$ cat src/rtl/sdram_wb_arbiter.sv
// Shares one pipelined Wishbone slave port (SDRAM controller) between NM masters.
// Define SDRAM_ARB_FIXED_PRIO_EN for fixed priority with strobe-boundary preemption; default is round-robin.
module sdram_wb_arbiter #(
    parameter int NM     = 2,
    parameter int AWIDTH = 26,
    parameter int MAXOUT = 4
) (
    input  logic                 clk_i,
    input  logic                 rst_i,
    input  logic [NM-1:0]        m_cyc_i,
    input  logic [NM-1:0]        m_stb_i,
    input  logic [NM-1:0]        m_we_i,
    input  logic [4*NM-1:0]      m_sel_i,
    input  logic [AWIDTH*NM-1:0] m_adr_i,
    input  logic [32*NM-1:0]     m_dat_i,
    output logic [NM-1:0]        m_stall_o,
    output logic [NM-1:0]        m_ack_o,
    output logic [31:0]          m_dat_o,
    output logic                 s_cyc_o,
    output logic                 s_stb_o,
    output logic                 s_we_o,
    output logic [3:0]           s_sel_o,
    output logic [AWIDTH-1:0]    s_adr_o,
    output logic [31:0]          s_dat_o,
    input  logic                 s_stall_i,
    input  logic                 s_ack_i,
    input  logic [31:0]          s_dat_i
);

    localparam int GW = (NM > 1) ? $clog2(NM) : 1;
    localparam int OW = $clog2(MAXOUT) + 1;

    typedef enum logic [1:0] {
        ST_IDLE,
        ST_OWN,
        ST_DRAIN
    } state_t;

    state_t          state;
    logic [GW-1:0]   grant;
    logic [OW-1:0]   outstanding;
    logic [OW-1:0]   out_nx;
    logic            full;
    logic            accept;
    logic            ack_ok;

    logic            g_cyc;
    logic            g_stb;
    logic            g_we;
    logic [3:0]      g_sel;
    logic [AWIDTH-1:0] g_adr;
    logic [31:0]     g_dat;

    logic            hit;
    logic [GW-1:0]   hit_idx;
`ifdef SDRAM_ARB_FIXED_PRIO_EN
    logic            lower_req;
`else
    logic [GW-1:0]   rr_ptr;
    logic [GW-1:0]   hit_rr;
`endif

    assign full   = (outstanding == OW'(MAXOUT));
    assign accept = s_stb_o & ~s_stall_i;
    // Acks with nothing outstanding (e.g. stragglers after a reset) are dropped here.
    assign ack_ok = s_ack_i & (outstanding != '0);

    // NOTE: every always_comb output gets a default first, so no path can infer a latch.
    always_comb begin
        g_cyc = 1'b0;
        g_stb = 1'b0;
        g_we  = 1'b0;
        g_sel = '0;
        g_adr = '0;
        g_dat = '0;
        for (int k = 0; k < NM; k++) begin
            if (GW'(k) == grant) begin
                g_cyc = m_cyc_i[k];
                g_stb = m_stb_i[k];
                g_we  = m_we_i[k];
                g_sel = m_sel_i[4*k +: 4];
                g_adr = m_adr_i[AWIDTH*k +: AWIDTH];
                g_dat = m_dat_i[32*k +: 32];
            end
        end
    end

    always_comb begin
        out_nx = outstanding;
        if (accept && !ack_ok)
            out_nx = outstanding + OW'(1);
        else if (!accept && ack_ok)
            out_nx = outstanding - OW'(1);
    end

`ifdef SDRAM_ARB_FIXED_PRIO_EN
    always_comb begin
        hit       = 1'b0;
        hit_idx   = '0;
        lower_req = 1'b0;
        for (int k = NM - 1; k >= 0; k--) begin
            if (m_cyc_i[k]) begin
                hit     = 1'b1;
                hit_idx = GW'(k);
            end
        end
        for (int k = 0; k < NM; k++) begin
            if (m_cyc_i[k] && (GW'(k) < grant))
                lower_req = 1'b1;
        end
    end
`else
    always_comb begin
        int idx;
        hit     = 1'b0;
        hit_idx = '0;
        hit_rr  = '0;
        idx     = 0;
        for (int i = 0; i < NM; i++) begin
            idx = int'(rr_ptr) + i;
            if (idx >= NM)
                idx = idx - NM;
            for (int k = 0; k < NM; k++) begin
                if (!hit && (k == idx) && m_cyc_i[k]) begin
                    hit     = 1'b1;
                    hit_idx = GW'(k);
                    hit_rr  = GW'((k + 1) % NM);
                end
            end
        end
    end
`endif

    always_comb begin
        m_stall_o = '1;
        m_ack_o   = '0;
        s_cyc_o   = 1'b0;
        s_stb_o   = 1'b0;
        s_we_o    = 1'b0;
        s_sel_o   = '0;
        s_adr_o   = '0;
        s_dat_o   = '0;
        case (state)
            ST_OWN: begin
                s_cyc_o = 1'b1;
                s_stb_o = g_stb & ~full;
                s_we_o  = g_we;
                s_sel_o = g_sel;
                s_adr_o = g_adr;
                s_dat_o = g_dat;
                for (int k = 0; k < NM; k++) begin
                    if (GW'(k) == grant) begin
                        m_stall_o[k] = s_stall_i | full;
                        m_ack_o[k]   = ack_ok;
                    end
                end
            end
            ST_DRAIN: s_cyc_o = 1'b1;
            default: ;
        endcase
    end

    assign m_dat_o = (state != ST_IDLE) ? s_dat_i : 32'h0;

    // NOTE: sequential state uses non-blocking assignments so every register samples pre-edge values.
    always_ff @(posedge clk_i or posedge rst_i) begin
        if (rst_i) begin
            state       <= ST_IDLE;
            grant       <= '0;
            outstanding <= '0;
`ifndef SDRAM_ARB_FIXED_PRIO_EN
            rr_ptr      <= '0;
`endif
        end else begin
            outstanding <= out_nx;
            case (state)
                ST_IDLE: begin
                    if (hit) begin
                        grant <= hit_idx;
`ifndef SDRAM_ARB_FIXED_PRIO_EN
                        rr_ptr <= hit_rr;
`endif
                        state <= ST_OWN;
                    end
                end
                ST_OWN: begin
                    if (!g_cyc)
                        state <= (out_nx == '0) ? ST_IDLE : ST_DRAIN;
`ifdef SDRAM_ARB_FIXED_PRIO_EN
                    else if (lower_req && !g_stb)
                        state <= ST_DRAIN;
`endif
                end
                ST_DRAIN: begin
                    if (out_nx == '0)
                        state <= ST_IDLE;
                end
                default: state <= ST_IDLE;
            endcase
        end
    end

endmodule

$ cat config.mk
export PLATFORM = sky130hd
export DESIGN_NAME = sdram_wb_arbiter
export DESIGN_NICKNAME = d
export VERILOG_FILES = /design/src/rtl/sdram_wb_arbiter.sv
export SDC_FILE = /design/constraint.sdc
export NUM_CORES = 1
export LEC_CHECK = 0
export CORE_AREA = 2 2 103 105
export DETAILED_ROUTE_END_ITERATION = 8
export DIE_AREA = 0 0 105 107
export HOLD_SLACK_MARGIN = 0.02
export PLACE_DENSITY_LB_ADDON = 0.2
export SYNTH_ARGS = -nofsm -noshare
export SYNTH_HDL_FRONTEND = slang
export SYNTH_SLANG_ARGS = --single-unit
$ cat constraint.sdc
create_clock -name clk_i -period 5.3 [get_ports clk_i]
set_clock_uncertainty 0.15 [all_clocks]
set_input_delay 0.53 -clock clk_i [delete_from_list [all_inputs] [get_ports clk_i]]
set_output_delay 0.53 -clock clk_i [all_outputs]
set_load 0.005 [all_outputs]
# Word-level counts from Yosys, hierarchy flattened
# Index checks and enable logic that the tools add are counted.
dict set report classes {
  n_addsub 5
  order_cmp 2
  eq_ne 8
  muxes 38
  n_bitwise 6
  reduce_logical 23
}
# operator n
set op_table {}
lappend op_table {{2-to-1 mux 32 bit} 5}
lappend op_table {{== test 2 x 32 -> 1 bit (first input constant)} 2}
lappend op_table {{logical NOT 32 bit} 2}
lappend op_table {{2-to-1 mux 26 bit} 2}
lappend op_table {{2-to-1 mux 1 bit} 20}
lappend op_table {{2-to-1 mux 2 bit} 6}
lappend op_table {{logical AND 1 bit} 9}
lappend op_table {{2-to-1 mux 4 bit} 2}
lappend op_table {{2-to-1 mux 3 bit} 2}
lappend op_table {{inequality test 2 bit (second input constant)} 3}
lappend op_table {{case mux 2 bit (3 select lines)} 1}
lappend op_table {{logical NOT 1 bit} 5}
lappend op_table {{adder 3 x 1 -> 3 bit (second input constant)} 1}
lappend op_table {{AND 1 bit} 3}
lappend op_table {{== test 3 bit (second input constant)} 1}
lappend op_table {{logical NOT 3 bit} 1}
lappend op_table {{AND reduction 3 bit} 1}
lappend op_table {{nonzero test 3 bit} 1}
lappend op_table {{subtractor 1 x 2 -> 3 bit (second input constant)} 1}
lappend op_table {{subtractor 2 x 2 -> 3 bit (second input constant)} 1}
lappend op_table {{subtractor 3 x 1 -> 3 bit (second input constant)} 1}
lappend op_table {{adder 1 x 1 -> 2 bit (second input constant)} 1}
lappend op_table {{== test 2 x 1 -> 1 bit (second input constant)} 1}
lappend op_table {{== test 2 bit (second input constant)} 1}
lappend op_table {{8 further kinds} 9}
dict set report totals {
  reg_bits 7
  output_inout_bits 101
  elab_cells 86
}

# Longest topological paths before layout
dict set report depth {
  ltp_word 19
  ltp_mapped 8
}

# Worst setup path before layout
# OpenSTA, ideal clock, no wires.
dict set report synth_path {
  kind {register to register}
  from {reg state[1]}
  to {reg state[0]}
  setup_ns 0.126
  t_arrival_ns 2.217
  slack_ns 2.807
  stages_incl_launch_ff 9
  n_path_buf 0
  period_less_slack_ns 2.493
  cell_sequence {dfrtp_1 -> inv_1 -> ha_1 -> a21bo_2 -> o311a_1 -> nor4_1 -> o21ba_1 -> a311o_1 -> a311o_1}
}
dict set report synth_via {
  elab_chain_cells 10
  elab_cells_between_ends 16
  cone_classes {eq/ne (5); mux (4); bitwise (1); reduce/logical (6)}
}
# element line
set synth_lines {}
lappend synth_lines {{start: declaration} 39} ;# state_t state;
lappend synth_lines {{start signal: assignment} 188} ;# state <= (out_nx == '0) ? ST_IDLE : ST_DRAIN;
lappend synth_lines {{== test 2 x 1 -> 1 bit} {143, 176}}
lappend synth_lines {{2-to-1 mux 1 bit} 143} ;# case (state)
lappend synth_lines {{AND 1 bit} 64} ;# assign accept = s_stb_o & ~s_stall_i;
lappend synth_lines {{logical NOT 1 bit} 92} ;# else if (!accept && ack_ok)
lappend synth_lines {{logical AND 1 bit} 92}
lappend synth_lines {{2-to-1 mux 3 bit} 92}
lappend synth_lines {{2-to-1 mux 3 bit} 90} ;# if (accept && !ack_ok)
lappend synth_lines {{logical NOT 3 bit} 195} ;# if (out_nx == '0)
lappend synth_lines {{inequality test 2 bit (no source line)} n/a}
lappend synth_lines {{AND reduction 3 bit (no source line)} n/a}
# Parallel ways exist; a longest one is shown, timed or not.
# A chain may end at the register's enable or synchronous reset.

# Worst setup path after layout
dict set report layout_path {
  from {reg state[1]}
  to {out m_stall_o[1]}
}
dict set report layout_via {
  elab_chain_cells 2
}
# element line
set layout_lines {}
lappend layout_lines {{== test 2 x 1 -> 1 bit} 143}
lappend layout_lines {{2-to-1 mux 2 bit} 143}
lappend layout_lines {{end: declaration} 16} ;# output logic [NM-1:0] m_stall_o,
# Every way passes these cells.

==> flow_metrics.env <==
export IMPL_status="completed"
export IMPL_syn_num_nets=411
export IMPL_syn_inst=239
export IMPL_ys_types=34
export IMPL_antenna_found_initial=0
export IMPL_cts_max_path_buffers=2
export IMPL_final_common_cell="clkdlybuf4s50_1"
export IMPL_path_max_fanout=68
export IMPL_total_power_uw=1697
export IMPL_clk_latency_ns=0.23
export IMPL_syn_cell_area_um2=1892
export IMPL_drc=0
export IMPL_worst_slew_pin_slew_ns=1.208
export IMPL_powerDensity_nw_per_um2=360.4
export IMPL_final_core_util_pct=46.65
export IMPL_cts_resized=0
export IMPL_timing_worst_setup_path_type="register to output pin"
export IMPL_finalSetupViolations=0
export IMPL_hold_class="register to register"
export IMPL_numCtsBuffers=3
export IMPL_cts_sink_count=7
export IMPL_io_pins=267
export IMPL_path_delay_family="adder cells"
export IMPL_hold_violations=0
export IMPL_fin_tns_setup_ns=0
export IMPL_timing_hold_ws_ns=0.3366
export IMPL_rsz0062_at_grt="no"
export IMPL_holdPathStages=1
export IMPL_chipHeight_um=107
export IMPL_dp_hpwl_um=7492
export IMPL_placed_area_um2=4663
export IMPL_vias_per_cell=4.161
export IMPL_gp_congestion=0.8101
export IMPL_reg2reg_depth=8
export IMPL_firstDrtPassIters=4
export IMPL_htreeDepth=1
export IMPL_pwr_share_seq_pct=9.3
export IMPL_die_width_um=105
export IMPL_cp_start_kind="register"
export IMPL_cts_hold_buf=0
export IMPL_fillerInstances=1026
export IMPL_drt_wirelength_per_cell_um=14.52
export IMPL_start_util_pct=18.75
export IMPL_critPathBufInv=2
export IMPL_net_switching_power_uw=654.6
export IMPL_pwr_share_comb_pct=86.1
export IMPL_vdd_drop_max_mv=0.3790
export IMPL_final_max_slew_viol_count=0
export IMPL_worstPathRequired_ns=4.62
export IMPL_yosysWarnings=0
export IMPL_critPathArrivalTime_ns=2.84
export IMPL_power_frac_clock_pct=4.6
export IMPL_min_period_ns=3.520
export IMPL_fmax_mhz=284.1
export IMPL_port_buffers=266
export IMPL_antennaDiodeCount=0
export IMPL_ys_seq_area_share_pct=9.259
export IMPL_maxCapViolations=0
export IMPL_avgSynthCellArea_um2=7.916
export IMPL_antenna_left=0
export IMPL_postSynthRegisterBits=7
export IMPL_drtIter0Drc=75
export IMPL_p_leak_uw=0.001897
export IMPL_finalCritPeriodShare_pct=66.41
export IMPL_final_area_um2=4708
export IMPL_drt_total_wl_um=9103
export IMPL_grt_ovfl_total=0
export IMPL_grt_usage_pct=14.63
export IMPL_coreArea_um2=10090
export IMPL_slowest_stage="ha_2"
export IMPL_via_count=2609
export IMPL_grt_max_degree=69
export IMPL_crit_cells=5
export IMPL_cts_tree="done"
export IMPL_cts_root_buf="clkbuf_8"
export IMPL_path_cells="inv_1 -> ha_2 -> a21bo_2 -> or3b_2 -> clkdlybuf4s50_1"
export IMPL_fin_nets=664
export IMPL_max_stage_delay_ns=0.84
export IMPL_grt_pass1_wl_um=13390
export IMPL_rows=37
export IMPL_power_internal_uw=1042
export IMPL_clkTransAtPathRegs_ns=0.04
export IMPL_p_sw_share_pct=38.57
export IMPL_post_cts_repair_setup_buffers=0
export IMPL_drive_gt1_share_pct=2.444
export IMPL_mostFrequentLayoutCells="clkdlybuf4s50_1, nor2b_1, mux2i_1"
export IMPL_endpoint_kind="output pin"
export IMPL_die_area_um2=11240
export IMPL_grt_pass1_vias=2473
export IMPL_slew_headroom_pct=19.44
export IMPL_syn_to_final_growth_pct=148.9
[sequential cells by signal, summed over array words and instances (netlist names)]
name	flops
state	2
grant	1
outstanding	3
rr_ptr	1
[cell families (layout without fill, tap and decap cells)]
group	after synthesis	count (layout)	share of synthesized area, %
xor gates and xnor gates	2	2	0.9261
DFF	7	7	9.259
buffers and inverters	24	276	4.961
adders and majority gates	6	6	3.968
AOI/OAI and AO/OA	15	15	7.143
and+or+nand+nor	118	118	38.23
muxes	67	67	35.52
[power by group through the flow]
stage | Sequential (µW) | Combinational [µW] | Clock (µW)
2_1_floorplan | 100 | 779 | 0
3_3_place_gp | 159 | 1470 | 0
3_5_place_dp | 161 | 1480 | 0
4_1_cts | 162 | 1490 | 80.5
5_1_grt | 169 | 1580 | 84.6
6_report | 158 | 1460 | 77.8
[final timing paths]
check | startpoint | end | slack (ns)
max in group asynchronous | rst_i | grant | 4.37
min | rr_ptr | rr_ptr | 0.34
min in group asynchronous | rst_i | state[0] | 0.38
max reg2reg | state[1] | state[0] | 1.95
max | state[1] | m_stall_o[1] | 1.78
min reg2reg | rr_ptr | rr_ptr | 0.34
[cell type report]
cell class | count | area (µm²) | share of cell area [%]
inverter | 5 | 18.77 | 0.3986
sequential | 7 | 178.9 | 3.800
clock buffer | 4 | 45.04 | 0.9567
multi-input combinational | 208 | 1625 | 34.52
timing repair buffer | 267 | 2670 | 56.71
tap | 136 | 170.2 | 3.614
[worst register-to-register path, stage by stage (launching register included)]
cell     delay [ns]
dfrtp_1        0.39
inv_1          0.10
ha_2           0.84
a21bo_2        0.37
o311a_1        0.35
nor4_1         0.21
o21ba_1        0.21
a311o_1        0.36
a311o_1        0.26
[routing by layer]
metal  vias up  share of wire [%]  track usage (%)
li1       1315                  -                -
met1      1160                 39            16.32
met2       129                 52            28.06
met3         5                8.2            3.951
met4         0               0.66            2.286
met5         -                  0                0
[per-stage QoR]
| stage | setup slack, ns | std cells |
|---|---|---|
| 6_report | 1.780 | 627 |
| 5_1_grt | 1.632 | 627 |
| 4_1_cts | 1.728 | 627 |
| 3_5_place_dp | 1.915 | 623 |
| 3_3_place_gp | 1.982 | 623 |
| 2_1_floorplan | 2.807 | 239 |
[synth_stat cells (all sizes together)]
master	instances	share of area, %
o21ba	1	0.53
and3	1	0.33
inv	5	0.99
ha	6	4.0
dfrtp	7	9.3
nor2b	95	31
or3b	2	0.93
mux2	1	0.60
a21boi	1	0.40
a31oi	2	0.66
mux2i	66	35
a2111oi	1	1.5
or2	1	0.33
nor3b	2	0.79
a211oi	1	0.40
and3b	1	0.46
buf	3	0.79
clkbuf	16	3.2
o311a	1	0.53
a21bo	1	0.53
nor2	6	1.2
xnor2	2	0.93
nor3	2	0.53
and4	1	0.46
a22oi	1	0.40
nand2b	1	0.33
nor4	1	0.33
a21oi	2	0.53
or3	1	0.33
o21ai	1	0.26
nand2	4	0.79
a311o	2	1.1
o31ai	1	0.40
Note: power is estimated with default switching activity, not from simulation.
